[src/rtl/pipelined_cla_addsub_pkg.sv]
// pipelined_cla_addsub_pkg: op encodings and flag bit positions shared by the add/sub pipeline
package pipelined_cla_addsub_pkg;

    localparam logic OP_ADD = 1'b0;
    localparam logic OP_SUB = 1'b1;

    localparam int FLAG_W = 4;

    typedef enum int unsigned {
        FLAG_CARRY = 0,
        FLAG_OVF   = 1,
        FLAG_NEG   = 2,
        FLAG_ZERO  = 3
    } flag_e;

endpackage

[src/rtl/pipelined_cla_addsub_segment.sv]
// cla_segment: combinational W-bit carry-lookahead slice
//   a, b   : slice operands (b already inverted by the caller for subtract)
//   cin    : carry into the slice LSB
//   sum    : slice sum
//   cout   : carry out of the slice MSB
//   c_msb  : carry into the slice MSB (needed for signed overflow)
module cla_segment #(
    parameter int W = 4
) (
    input  logic [W-1:0] a,
    input  logic [W-1:0] b,
    input  logic         cin,
    output logic [W-1:0] sum,
    output logic         cout,
    output logic         c_msb
);

    logic [W-1:0] g;
    logic [W-1:0] p;
    logic [W:0]   c;
    logic         run;

    assign g = a & b;
    assign p = a ^ b;

    // Each carry is the flattened lookahead sum of products
    // c[i+1] = g[i] | p[i]g[i-1] | ... | p[i..0]cin, not a ripple chain.
    always_comb begin
        c = '0;
        run = 1'b0;
        c[0] = cin;
        for (int i = 0; i < W; i++) begin
            c[i+1] = g[i];
            run = p[i];
            for (int j = i - 1; j >= 0; j--) begin
                c[i+1] = c[i+1] | (run & g[j]);
                run = run & p[j];
            end
            c[i+1] = c[i+1] | (run & cin);
        end
    end

    assign sum   = p ^ c[W-1:0];
    assign cout  = c[W];
    assign c_msb = c[W-1];

endmodule

[src/rtl/pipelined_cla_addsub.sv]
// pipelined_cla_addsub: N-bit add/subtract, one SEG-bit CLA slice per pipeline stage
//   clk, rst              : clock, synchronous active-high reset
//   in_valid / in_ready   : input handshake (a, b, is_subtract, saturate)
//   out_valid / out_ready : output handshake (result, carry, overflow, negative, zero)
module pipelined_cla_addsub
    import pipelined_cla_addsub_pkg::*;
#(
    parameter int N   = 16,
    parameter int SEG = 4
) (
    input  logic         clk,
    input  logic         rst,
    input  logic         in_valid,
    output logic         in_ready,
    input  logic [N-1:0] a,
    input  logic [N-1:0] b,
    input  logic         is_subtract,
    input  logic         saturate,
    output logic         out_valid,
    input  logic         out_ready,
    output logic [N-1:0] result,
    output logic         carry,
    output logic         overflow,
    output logic         negative,
    output logic         zero
);

    localparam int STAGES = N / SEG;
    localparam int L = STAGES - 1;
    localparam logic [N-1:0] SAT_MAX = {1'b0, {(N-1){1'b1}}};
    localparam logic [N-1:0] SAT_MIN = {1'b1, {(N-1){1'b0}}};

    logic advance;

    // Stage k inputs: stage 0 reads the ports, later stages read the
    // previous stage's registers. Operands are shifted right one slice per
    // stage so the bits a stage needs are always at [SEG-1:0].
    logic [N-1:0] a_i [STAGES];
    logic [N-1:0] b_i [STAGES];
    logic [N-1:0] s_i [STAGES];
    logic         c_i [STAGES];
    logic         sub_i [STAGES];
    logic         sat_i [STAGES];
    logic         v_i [STAGES];

    logic [N-1:0] a_q [STAGES-1];
    logic [N-1:0] b_q [STAGES-1];
    logic [N-1:0] s_q [STAGES-1];
    logic         c_q [STAGES-1];
    logic         sub_q [STAGES-1];
    logic         sat_q [STAGES-1];
    logic         v_q [STAGES-1];

    logic [SEG-1:0] sum_k [STAGES];
    logic           cout_k [STAGES];
    logic           cmsb_k [STAGES];

    logic [N-1:0]      raw;
    logic [N-1:0]      res_d;
    logic              ovf_d;
    logic              neg_d;
    logic [FLAG_W-1:0] flags_d;
    logic [FLAG_W-1:0] flags_q;

    assign advance  = !out_valid || out_ready;
    assign in_ready = advance;

    for (genvar k = 0; k < STAGES; k++) begin : g_stage
        if (k == 0) begin : g_src
            assign a_i[k]   = a;
            assign b_i[k]   = b;
            assign s_i[k]   = '0;
            assign c_i[k]   = (is_subtract == OP_SUB);
            assign sub_i[k] = is_subtract;
            assign sat_i[k] = saturate;
            assign v_i[k]   = in_valid;
        end else begin : g_src
            assign a_i[k]   = a_q[k-1];
            assign b_i[k]   = b_q[k-1];
            assign s_i[k]   = s_q[k-1];
            assign c_i[k]   = c_q[k-1];
            assign sub_i[k] = sub_q[k-1];
            assign sat_i[k] = sat_q[k-1];
            assign v_i[k]   = v_q[k-1];
        end
        cla_segment #(.W(SEG)) u_seg (
            .a     (a_i[k][SEG-1:0]),
            .b     ((sub_i[k] == OP_ADD) ? b_i[k][SEG-1:0] : ~b_i[k][SEG-1:0]),
            .cin   (c_i[k]),
            .sum   (sum_k[k]),
            .cout  (cout_k[k]),
            .c_msb (cmsb_k[k])
        );
    end

    // Final slice: assemble the raw sum, derive flags from the raw add and
    // clamp only the result on signed overflow.
    always_comb begin
        raw = s_i[L] | (N'(sum_k[L]) << (L * SEG));
        ovf_d = cout_k[L] ^ cmsb_k[L];
        neg_d = ovf_d ^ raw[N-1];
        res_d = (sat_i[L] && ovf_d) ? (neg_d ? SAT_MIN : SAT_MAX) : raw;
        flags_d = '0;
        flags_d[FLAG_CARRY] = cout_k[L];
        flags_d[FLAG_OVF] = ovf_d;
        flags_d[FLAG_NEG] = neg_d;
        flags_d[FLAG_ZERO] = (res_d == '0);
    end

    always_ff @(posedge clk) begin
        if (rst) begin
            for (int k = 0; k < STAGES - 1; k++) begin
                v_q[k]   <= 1'b0;
                a_q[k]   <= '0;
                b_q[k]   <= '0;
                s_q[k]   <= '0;
                c_q[k]   <= 1'b0;
                sub_q[k] <= 1'b0;
                sat_q[k] <= 1'b0;
            end
            out_valid <= 1'b0;
            result    <= '0;
            flags_q   <= '0;
        end else if (advance) begin
            for (int k = 0; k < STAGES - 1; k++) begin
                v_q[k]   <= v_i[k];
                a_q[k]   <= a_i[k] >> SEG;
                b_q[k]   <= b_i[k] >> SEG;
                s_q[k]   <= s_i[k] | (N'(sum_k[k]) << (k * SEG));
                c_q[k]   <= cout_k[k];
                sub_q[k] <= sub_i[k];
                sat_q[k] <= sat_i[k];
            end
            out_valid <= v_i[L];
            result    <= res_d;
            flags_q   <= flags_d;
        end
    end

    assign carry    = flags_q[FLAG_CARRY];
    assign overflow = flags_q[FLAG_OVF];
    assign negative = flags_q[FLAG_NEG];
    assign zero     = flags_q[FLAG_ZERO];

endmodule

[config.mk]
export PLATFORM = sky130hd
export DESIGN_NAME = pipelined_cla_addsub
export DESIGN_NICKNAME = d
export VERILOG_FILES = /design/src/rtl/pipelined_cla_addsub_pkg.sv /design/src/rtl/pipelined_cla_addsub_segment.sv /design/src/rtl/pipelined_cla_addsub.sv
export SDC_FILE = /design/constraint.sdc
export NUM_CORES = 1
export LEC_CHECK = 0
export BUFFER_PORTS_ARGS = -buffer_cell sky130_fd_sc_hd__buf_2
export CAP_MARGIN = 15
export CELL_PAD_IN_SITES_DETAIL_PLACEMENT = 0
export CELL_PAD_IN_SITES_GLOBAL_PLACEMENT = 1
export CORE_UTILIZATION = 44
export CTS_CLUSTER_DIAMETER = 100
export CTS_CLUSTER_SIZE = 40
export DETAILED_ROUTE_END_ITERATION = 16
export PLACE_DENSITY = 0.83
export SLEW_MARGIN = 20
export SYNTH_ARGS = -nofsm -noshare
export SYNTH_HDL_FRONTEND = slang
export SYNTH_HIERARCHICAL = 1
export SYNTH_SLANG_ARGS = --single-unit
[constraint.sdc]
create_clock -name clk -period 6.9 [get_ports clk]
set_input_delay 0.69 -clock clk [delete_from_list [all_inputs] [get_ports clk]]
set_output_delay 0.69 -clock clk [all_outputs]
set_load 0.01 [all_outputs]
Word-level counts from Yosys, hierarchy flattened:

Memory sizes are Yosys's and may differ from the RTL's. A register that Yosys moved wholly into a read port is not among the register bits.
Index checks and enable logic that the tools add are counted.

* $add $sub $neg: 0
* multipliers: 0
* divide/modulo/power cells: 0
* $lt $le $gt $ge: 0
* equal/unequal tests: 0
* shifts and indexed selects: 0
* muxes and demuxes: 32
* bitwise operators: 146
* reduce and logical (&&, ||, !) cells: 4

Operators with widths (number)
* 2-to-1 mux 16 bit: 5
* 2-to-1 mux 12 bit: 6
* AND 1 bit: 64
* OR 1 bit: 61
* bitwise XOR 4 bit: 8
* 2-to-1 mux 1 bit: 17
* AND 4 bit: 4
* zero test 16 bit: 1
* 2-to-1 mux 4 bit: 4
* inverter 4 bit: 4
* OR 16 x 12 -> 16 bit: 1
* OR 16 bit: 1
* OR 16 x 8 -> 16 bit: 1
* bitwise XOR 1 bit: 2
* logical AND 1 bit: 1
* zero test 1 bit: 1
* logical OR 1 bit: 1

* register bits after elaboration: 20
* latch bits: 0
* RAM bits: 132
* memory bits (read-only): 0
* output and inout bits: 22
* memories: 7

Memory list
* s_q: words 3, bits a word 16, read ports 3, clocked after Yosys merged registers in 0, write ports 3, RTL line pipelined_cla_addsub.sv:48 `logic [N-1:0] s_q [STAGES-1];`
* a_q: words 3, bits a word 12, read ports 3, clocked after Yosys merged registers in 0, write ports 3, RTL line pipelined_cla_addsub.sv:46 `logic [N-1:0] a_q [STAGES-1];`
* b_q: words 3, bits a word 12, read ports 3, clocked after Yosys merged registers in 0, write ports 3, RTL line pipelined_cla_addsub.sv:47 `logic [N-1:0] b_q [STAGES-1];`
* c_q: words 3, bits a word 1, read ports 3, clocked after Yosys merged registers in 0, write ports 3, RTL line pipelined_cla_addsub.sv:49 `logic c_q [STAGES-1];`
* sat_q: words 3, bits a word 1, read ports 3, clocked after Yosys merged registers in 0, write ports 3, RTL line pipelined_cla_addsub.sv:51 `logic sat_q [STAGES-1];`
* sub_q: words 3, bits a word 1, read ports 3, clocked after Yosys merged registers in 0, write ports 3, RTL line pipelined_cla_addsub.sv:50 `logic sub_q [STAGES-1];`
* 1 more memories

Logic depth before layout (Yosys ltp):

Gate-level depths: netlist (run 1).
An unclocked memory read counts as a cell.

* depth after elaboration: 14
* mapped depth: 9
* gate-level depth less buffers: 8

Hierarchy:

The synthesis (run 1) kept the hierarchy.

Modules (own cells, without submodules)
* pipelined_cla_addsub: times used 1, cells an instance 299, area each 4172.8 sq um, seq. area each 2942.8 sq um
* cla_segment: times used 4, cells an instance 18, area each 155.1 sq um, seq. area each 0.0 sq um

Least setup slack after synthesis (run 1):

Ideal clock, no wire load.

* path type: in2reg
* start: input port rst
* end: memory a_q[0][0] in the netlist's numbering, enable pin
* setup time: 0.458 ns
* data arrival time: 2.755 ns
* required time: 6.442 ns
* slack: 3.688 ns
* stages: 1
* path buffers: 0
* cell sequence: nand2b_1

RTL lines
* start, declared: RTL line pipelined_cla_addsub.sv:12 `input logic rst,`
* end, declared: RTL line pipelined_cla_addsub.sv:46

==> metrics.cfg, run 1 <==
[outcome]
outcome = finished clean

[clock_tree]
clockBufferDepth = 2
cts.reportedPaths.clkPinSlew_ns = 0.10
root_buffer = clkbuf_8
holdBufCountCts = 0
clk_latency_ns = 0.36
cts_sinks = 105
htreeDepth = 3
ctsResizeCount = 0
cts_tree = done
post-cts-setup-buffers = 0
cts_buffers = 9

[placement]
dp_hpwl_um = 4453
place_congestion = 0.7667
place_ws_ns = 3.838
io_buffers = 59
post-place-cells = 548

[synth]
post_synth_instance_area_um2 = 4793
syn_inst = 371
synth_cell_types = 32
synth_seq_cells = 105
synth_nets = 429
yosysWarnings = 6
yosys.area.top_type_share_pct = 52.62
seq_area_frac_synth_pct = 61.39
syn-mean-instance-area_um2 = 12.92
synth_area_leaders = edfxtp_1, and2_1, dfxtp_1
yosysTopAreaCell = edfxtp_1

[sta]
setup_ws_ns = 3.847
hold-worst-slack_ns = 0.4639
worst_slew_pin_slew_ns = 1.038
timing.setup.tns_ns = 0
finalClockSkew_ns = 0.009818
final-hold-violation-count = 0
rsz0062_at_grt = false
fin_crit_sh_pct = 44.24
finalSetupViolCount = 0
fin_crit_ns = 3.053
max-slew-margin-rel_pct = 30.79
max_freq_mhz = 327.6
slew_violations = 0

[routing]
wl_um = 6520
first_pass_iters = 4
ant_nets = 0
vias = 2648
drc_errors = 0
viasPerCell = 4.695
wl_per_cell_um = 11.56
drt-initial-drc-count = 131

[finish]
regArea_um2 = 2943
drive_gt1_share_pct = 22.90
fin_cells = 564
nFillCells = 957
nets = 481
final_cell_mix = and2_1, edfxtp_1, buf_2, nor2_1, xor2_1
diodes = 0
area_growth_pct = 12.22
multiInputGateArea_um2 = 1717

[global_route]
grtUsageTotal_pct = 12.73
grt_pass1_wl_um = 11190
grt_max_degree = 86
antenna_found_initial = 0
grt_overflow = 0
grt_pass1_vias = 2508

[critical_path]
required_ns = 7.10
r2r_start = sub_q[0][2]$_SDFFCE_PN0P_
path_cells = xor2_1, ha_1, a211oi_2, o21bai_2, a21o_1, xor2_1, a31oi_2, a211oi_1
arrival_ns = 3.25
crit_fanout = 15
criticalPathCategory = reg -> reg
r2r_slack_ns = 3.85
crit_path_start_kind = register
crit_top_cell = xor2_1
critPathTopFamily = compound AO/OA/AOI/OAI gates
critPathBufInv = 0
path_depth = 8
cp-startpoint = sub_q[0][2]$_SDFFCE_PN0P_
cpMaxStageDelayCell = a31oi_2
crit_end = result[1]$_SDFFE_PP0P_
end_kind = register
r2r_cells = 8
r2r-end = result[1]$_SDFFE_PP0P_
cpPeakStageDelay_ns = 0.82

[pwr]
p_leak_nw = 2.407
peakVddDrop_mv = 0.1279
powerDensity_nw_per_um2 = 229.7

[hold_path]
hold_path.class = reg -> reg
hold_depth = 2

[floorplanning]
die-area_um2 = 11320
std_cell_rows = 37
start_util_pct = 45.81
die_h_um = 106.4
core_um2 = 10460
dieWidth_um = 106.4
num_io_pins = 60

[flow_run]
maxCapViolCount = 0

[cell usage after synthesis]
| master | number |
|---|---|
| o21ai_0 | 11 |
| xnor2_1 | 5 |
| xnor2_2 | 1 |
| buf_4 | 1 |
| a211oi_1 | 6 |
| o22ai_1 | 1 |
| nand2b_1 | 1 |
| a311oi_1 | 1 |
| o21bai_2 | 4 |
| a211oi_2 | 14 |
| nor3b_1 | 1 |
| nand2_1 | 2 |
| nor2b_2 | 1 |
| edfxtp_1 | 84 |
| xor2_1 | 25 |
| buf_1 | 1 |
| a211o_1 | 1 |
| buf_2 | 2 |
| dfxtp_1 | 21 |
| ha_1 | 16 |
| fa_1 | 4 |
| a21o_1 | 5 |
| o21ai_1 | 9 |
| or3_1 | 1 |
| clkbuf_1 | 15 |
| nand4_1 | 1 |
| and2_1 | 84 |
| inv_1 | 19 |
| a31oi_2 | 1 |
| a21oi_1 | 1 |
| nor2_1 | 28 |
| nor4_1 | 4 |
[per-stage QoR]
step                utilization, %  instance area (um^2)  power [mW]
floorplan                        -                  4793      0.8723
detailed placement           49.74                  5204      0.9145
finish                       51.41                  5379       1.235
global placement             49.74                  5204      0.9098
CTS                          51.41                  5379       1.250
global route                 51.41                  5379       1.298
[layout make-up]
type	count	share of cell area, %
sequential	105	54.71
multi-input combinational	228	31.91
timing repair buffer	60	5.629
tap	136	3.164
clock buffer	12	2.768
inverter	19	1.326
clock inverter	4	0.4885
[worst min path at each step]
stage | from | end | slack (ns)
3_3_place_gp | flags_q[0]$_SDFFE_PP0P_ | flags_q[0]$_SDFFE_PP0P_ | 0.44
5_1_grt | flags_q[0]$_SDFFE_PP0P_ | flags_q[0]$_SDFFE_PP0P_ | 0.49
2_1_floorplan | v_q[2]$_SDFFCE_PN0P_ | out_valid$_SDFFE_PP0P_ | 0.43
4_1_cts | flags_q[0]$_SDFFE_PP0P_ | flags_q[0]$_SDFFE_PP0P_ | 0.47
3_5_place_dp | flags_q[0]$_SDFFE_PP0P_ | flags_q[0]$_SDFFE_PP0P_ | 0.46
6_report | flags_q[0]$_SDFFE_PP0P_ | flags_q[0]$_SDFFE_PP0P_ | 0.46
[kinds of logic after synthesis]
family          share of synthesized area, %
xor+xnor                               5.821
buf+inv                                3.106
simple gates                           14.57
flops                                  61.39
fa+ha+maj                              5.847
compound gates                         9.266
[where the power goes]
part / switching, mW / leakage, nW / internal, mW
Combinational: 0.0738 / 1.15 / 0.0727
Clock: 0.192 / 0.0946 / 0.146
Sequential: 0.0182 / 1.16 / 0.733
[worst min-delay path, cell delays in order, from the launching register on]
cell and delay (ns):
dfxtp_1 0.32, nand2_1 0.05, a21oi_1 0.05
[flip-flops by register name (all words and copies together) (netlist names)]
name,count
flags_q,4
c_q,3
result,16
a_q,24
sat_q,3
b_q,24
sub_q,3
s_q,24
v_q,3
out_valid,1
[routing by layer]
metal	global-route usage [%]	vias to the layer above	part of all wire, %
met1	15.84	1202	49
met5	0	-	0
met2	20.59	57	45
met4	5.456	0	1.7
li1	-	1380	-
met3	3.740	9	4.2
Power figures use the tool's default switching activity.
==> inputs of run 2 (changes only) <==
--- a/config.mk
+++ b/config.mk
@@ -9,7 +9,7 @@
 export CAP_MARGIN = 15
 export CELL_PAD_IN_SITES_DETAIL_PLACEMENT = 0
 export CELL_PAD_IN_SITES_GLOBAL_PLACEMENT = 1
-export CORE_UTILIZATION = 44
+export CORE_UTILIZATION = 42
 export CTS_CLUSTER_DIAMETER = 100
 export CTS_CLUSTER_SIZE = 40
 export DETAILED_ROUTE_END_ITERATION = 16
==> constraint.sdc (replaced) <==
create_clock -name clk -period 2.5 [get_ports clk]
set_input_delay 0.25 -clock clk [delete_from_list [all_inputs] [get_ports clk]]
set_output_delay 0.25 -clock clk [all_outputs]
set_load 0.01 [all_outputs]
==> run 2 against run 1 <==
Utilization barely moved. Clock skew fell by 0.0031 ns. Largest power group unchanged. Critical path depth grew 1. First-iteration DRC count increased by 11%. Global-route usage shrank 0.18 points. Clock power rose to 4.0 times the previous value. Non-clock buffer count up 11. Fmax increased by 27%. Routed wire length rose by 6.4%. Critical path type unchanged.
==> metrics.cfg, run 2 (synthesis gave the netlist of run 1 again) <==
[floorplanning]
num_io_pins = 60
die_h_um = 108.8
dieWidth_um = 108.8
die-area_um2 = 11840
start_util_pct = 43.64
std_cell_rows = 38
core_um2 = 10980

[flow_run]
maxCapViolCount = 0

[pwr]
clock_power_share_pct = 35.0
p_leak_nw = 2.515
powerDensity_nw_per_um2 = 683.1
comb_power_share_pct = 11.2
p_int_mw = 3.016
seq_power_share_pct = 53.8
p_sw_uw = 843.1
netSwitchingFraction_pct = 21.85
peakVddDrop_mv = 0.3997

[placement]
place_congestion = 0.7705
io_buffers = 59
dp_hpwl_um = 4570
place_ws_ns = 0.01474
placed_area_um2 = 5281

[finish]
reg.largest.list = a_q x24, b_q x24, s_q x24
nFillCells = 965
final_area_um2 = 5650
final_cell_mix = and2_1, edfxtp_1, buf_2, nor2_1, xor2_1
area_growth_pct = 17.88
nets = 492
multiInputGateArea_um2 = 1765
drive_gt1_share_pct = 25.80
regArea_um2 = 2943
diodes = 0

[outcome]
outcome = finished clean

[routing]
wl_um = 6935
wl_per_cell_um = 12.00
drt-initial-drc-count = 145
first_pass_iters = 4
viasPerCell = 4.687
ant_nets = 0
vias = 2709
drc_errors = 0

[sta]
worst_slew_pin_slew_ns = 0.6324
fin_crit_sh_pct = 96.36
timing.setup.tns_ns = 0
final-hold-violation-count = 0
fin_crit_ns = 2.409
slew_violations = 0
hold-worst-slack_ns = 0.1816
finalSetupViolCount = 0
max_freq_mhz = 415.1
max-slew-margin-rel_pct = 57.79
rsz0062_at_grt = true
finalClockSkew_ns = 0.006761
setup_ws_ns = 0.09101

[critical_path]
cpPeakStageDelay_ns = 0.43
crit_fanout = 3
required_ns = 2.74
end_kind = register
path_cells = buf_4, xor2_1, ha_1, o21ai_0, o21bai_2, a21o_1, xnor2_2, or3_1, a311oi_1
cpMaxStageDelayCell = edfxtp_1
criticalPathCategory = reg -> reg
r2r_cells = 9
crit_path_start_kind = register
arrival_ns = 2.65

[global_route]
grt_pass1_wl_um = 11530
grt_max_degree = 86
grt_overflow = 0
antenna_found_initial = 0
grtUsageTotal_pct = 12.55
grt_pass1_vias = 2501

[clock_tree]
cts_sinks = 105
cts_tree = done
cts.reportedPaths.clkPinSlew_ns = 0.07
htreeDepth = 3
clk_latency_ns = 0.34
root_buffer = clkbuf_16
cts_buffers = 9
clockBufferDepth = 2

[hold_path]
hold_path.class = in -> reg
hold_depth = 2

[run 2: cell types whose count changed in the layout (fill, tap and decap cells not counted), sizes merged]
cell,change
clkinv,-2
bufinv,+1
clkinvlp,+2
inv,-1
clkbuf,-1
buf,+11
[run 2: cell type report]
cell class	instances	share of cell area (%)
multi-input cells	228	31.24
inverters	19	1.262
clock buffers	11	4.119
flip-flops and latches	105	52.08
well taps	140	3.100
clock inverters	4	0.9522
repair buffers	71	7.241
[run 2: through the flow]
stage | power [mW] | instances | util (%)
3_5_place_dp | 2.535 | 560 | 48.09
4_1_cts | 3.895 | 576 | 50.83
6_report | 3.860 | 578 | 51.45
5_1_grt | 4.025 | 578 | 51.45
3_3_place_gp | 2.521 | 560 | 48.09
2_1_floorplan | 2.407 | 371 | -
[run 2: worst paths after layout]
kind / slack [ns] / start / to
worst max register to register: 0.09 / sub_q[0][2]$_SDFFCE_PN0P_ / result[15]$_SDFFE_PP0P_
worst max-delay path: 0.09 / sub_q[0][2]$_SDFFCE_PN0P_ / result[15]$_SDFFE_PP0P_
worst min-delay path: 0.18 / b[8] / b_q[0][4]$_SDFFCE_PN0P_
worst min register to register: 0.46 / flags_q[0]$_SDFFE_PP0P_ / flags_q[0]$_SDFFE_PP0P_
[run 2: per-layer routing]
layer / GRT usage (%) / share of wire, % / vias to the layer above
li1: - / - / 1403
met2: 19.76 / 47 / 57
met1: 16.01 / 47 / 1239
met4: 5.309 / 1.5 / 0
met5: 0 / 0 / -
met3: 3.885 / 4.9 / 10
[run 2: critical path: cells and delay by family (launching register included)]
kind,cells,cell delay [ns]
AO/OA/AOI/OAI,4,0.79
flip-flops,1,0.43
AND/OR/NAND/NOR,1,0.33
adder cells (fa/ha/maj),1,0.30
XOR/XNOR,2,0.28
buffers and inverters,1,0.17
[run 2: power groups by stage]
stage / clock network (mW) / registers (mW) / logic (mW)
floorplan: 0 / 2.11 / 0.299
global placement: 0 / 2.11 / 0.408
detailed placement: 0 / 2.12 / 0.419
CTS: 1.39 / 2.08 / 0.427
global route: 1.45 / 2.09 / 0.486
finish: 1.35 / 2.08 / 0.432
[run 2: what timing repair did]
item | CTS | global route
resized for setup | 1 | 9
pin swaps | 0 | 7
setup endpoints to repair | 4 | 18
buffers inserted | 1 | 2
hold buffers | 0 | 0
==> inputs of run 3 (changes only) <==
==> constraint.sdc (replaced) <==
create_clock -name clk -period 2 [get_ports clk]
set_input_delay 0.2 -clock clk [delete_from_list [all_inputs] [get_ports clk]]
set_output_delay 0.2 -clock clk [all_outputs]
set_load 0.01 [all_outputs]
==> run 3 against run 2 <==
The run now ends with setup timing left. Setup slack got worse by 0.59 ns. Count of clock-buffer cells in the layout fell by 2. Power rose by 25%. Final area rose by 3.1%. Register-to-register slack got worse by 0.59 ns. Global-route usage rose by 0.58 points. Non-clock buffer count rose by 11. Critical endpoint is now flags_q[3]$_SDFFE_PP0P_. Largest power group unchanged. Highest routed layer unchanged.
==> metrics.cfg, run 3 (synthesis gave the netlist of run 1 again) <==
[sta]
fin_crit_sh_pct = 125.1
finalClockSkew_ns = 0.01068
final-hold-violation-count = 0
finalSetupViolCount = 19
slew_violations = 0
worst_slew_pin_slew_ns = 0.4615
rsz0062_at_grt = true
fin_crit_ns = 2.502
max_freq_mhz = 399.7
max-slew-margin-rel_pct = 69.07
setup_ws_ns = -0.5021

[clock_tree]
clk_latency_ns = 0.35
clockBufferDepth = 2
cts_buffers = 9
htreeDepth = 3
cts_sinks = 105
cts.reportedPaths.clkPinSlew_ns = 0.07
cts_tree = done
root_buffer = clkbuf_16

[critical_path]
crit_path_start_kind = register
path_depth = 10
criticalPathCategory = reg -> reg
cpMaxStageDelayCell = edfxtp_1
required_ns = 2.27
r2r_cells = 10
end_kind = register
critPathTopFamily = compound AO/OA/AOI/OAI gates
cpPeakStageDelay_ns = 0.47
arrival_ns = 2.77
crit_fanout = 3
path_cells = xor2_2, ha_1, a211oi_2, o21bai_2, a21o_1, buf_6, xor2_4, buf_4, a211o_1, o22ai_1
critPathBufInv = 2

[global_route]
grt_max_degree = 69
grt_pass1_wl_um = 11740
grtUsageTotal_pct = 13.13
grt_overflow = 0
antenna_found_initial = 0
grt_pass1_vias = 2531

[routing]
drc_errors = 0
vias = 2751
first_pass_iters = 4
wl_per_cell_um = 12.12
viasPerCell = 4.655
drt-initial-drc-count = 93
wl_um = 7162
ant_nets = 0

[finish]
diodes = 0
final_area_um2 = 5823
nets = 504
fin_cells = 591
reg.largest.list = a_q x24, b_q x24, s_q x24
nFillCells = 907
final_cell_mix = and2_1, edfxtp_1, buf_2, nor2_1
drive_gt1_share_pct = 29.27
area_growth_pct = 21.48

[pwr]
p_leak_nw = 2.598
powerDensity_nw_per_um2 = 830.1
power_mw = 4.834
peakVddDrop_mv = 0.3984

[floorplanning]
dieWidth_um = 108.8
die_h_um = 108.8
start_util_pct = 43.64
std_cell_rows = 38
core_um2 = 10980
die-area_um2 = 11840
num_io_pins = 60

[placement]
place_congestion = 0.7133
post-place-cells = 565
io_buffers = 59
dp_hpwl_um = 4763
placed_area_um2 = 5369

[outcome]
violations = setup timing
outcome = finished, violations left

[flow_run]
maxCapViolCount = 0

[hold_path]
hold_depth = 2
hold_path.class = in -> reg

-- run 3: changes by cell type in the layout (fill, tap and decap cells not counted), moves of 2 or more --
cell and delta:
buf_12 +3, buf_4 +7, clkbuf_1 -2, inv_6 +2
o21ai_0 -2, o21ai_1 +2, xor2_1 -2, xor2_2 +2
-- run 3: repair_timing --
action / CTS / global route
buffers inserted: 6 / 2
pin swaps: 3 / 7
gates cloned: 0 / 3
endpoints found under the setup margin: 20 / 23
hold buffers: 0 / 0
gates resized for setup: 5 / 12
-- run 3: final cells by class --
class | instances | area, um^2 | share of cell area, %
Clock buffer | 9 | 225.2 | 3.868
Timing Repair inverter | 1 | 5.005 | 0.08595
Clock inverter | 7 | 58.81 | 1.010
Timing Repair Buffer | 82 | 540.5 | 9.282
Multi-Input combinational cell | 228 | 1800 | 30.92
Sequential cell | 105 | 2943 | 50.54
Inverter | 19 | 75.07 | 1.289
Tap cell | 140 | 175.2 | 3.008
-- run 3: report_power, final --
part	internal [mW]	switching, mW	leakage [nW]
combinational	0.289	0.279	1.30
sequential	2.53	0.0641	1.16
clock	0.866	0.806	0.139
-- run 3: worst register-to-register path: stages, from the launching register on --
cell and delay (ns):
edfxtp_1 0.47, xor2_2 0.20, ha_1 0.30, a211oi_2 0.28
o21bai_2 0.10, a21o_1 0.24, buf_6 0.14, xor2_4 0.15
buf_4 0.13, a211o_1 0.27, o22ai_1 0.14
-- run 3: metal layers --
layer,part of all wire (%),vias up,track usage (%)
li1,-,1432,-
met4,2.3,0,6.660
met1,48,1241,16.86
met3,4.5,14,3.945
met2,45,64,20.12
met5,0,-,0
-- run 3: through the flow --
stage          TNS (ns)  setup WS [ns]  hold WS (ns)  util (%)
5_1_grt          -11.62        -0.6439        0.1170     53.02
4_1_cts          -8.030        -0.4635        0.1123     52.18
2_1_floorplan    -5.823        -0.3832        0.3718         -
6_report         -8.921        -0.5021        0.1201     53.02
3_3_place_gp     -4.858        -0.3806        0.4402     48.88
3_5_place_dp     -8.080        -0.5512        0.4514     48.88
-- run 3: path summary, 6_finish.rpt --
path                              from                       to  slack [ns]
min reg2reg    flags_q[0]$_SDFFE_PP0P_  flags_q[0]$_SDFFE_PP0P_        0.46
max          sub_q[0][2]$_SDFFCE_PN0P_  flags_q[3]$_SDFFE_PP0P_       -0.50
max reg2reg  sub_q[0][2]$_SDFFCE_PN0P_  flags_q[3]$_SDFFE_PP0P_       -0.50
min                              a[11]  a_q[0][7]$_SDFFCE_PN0P_        0.12
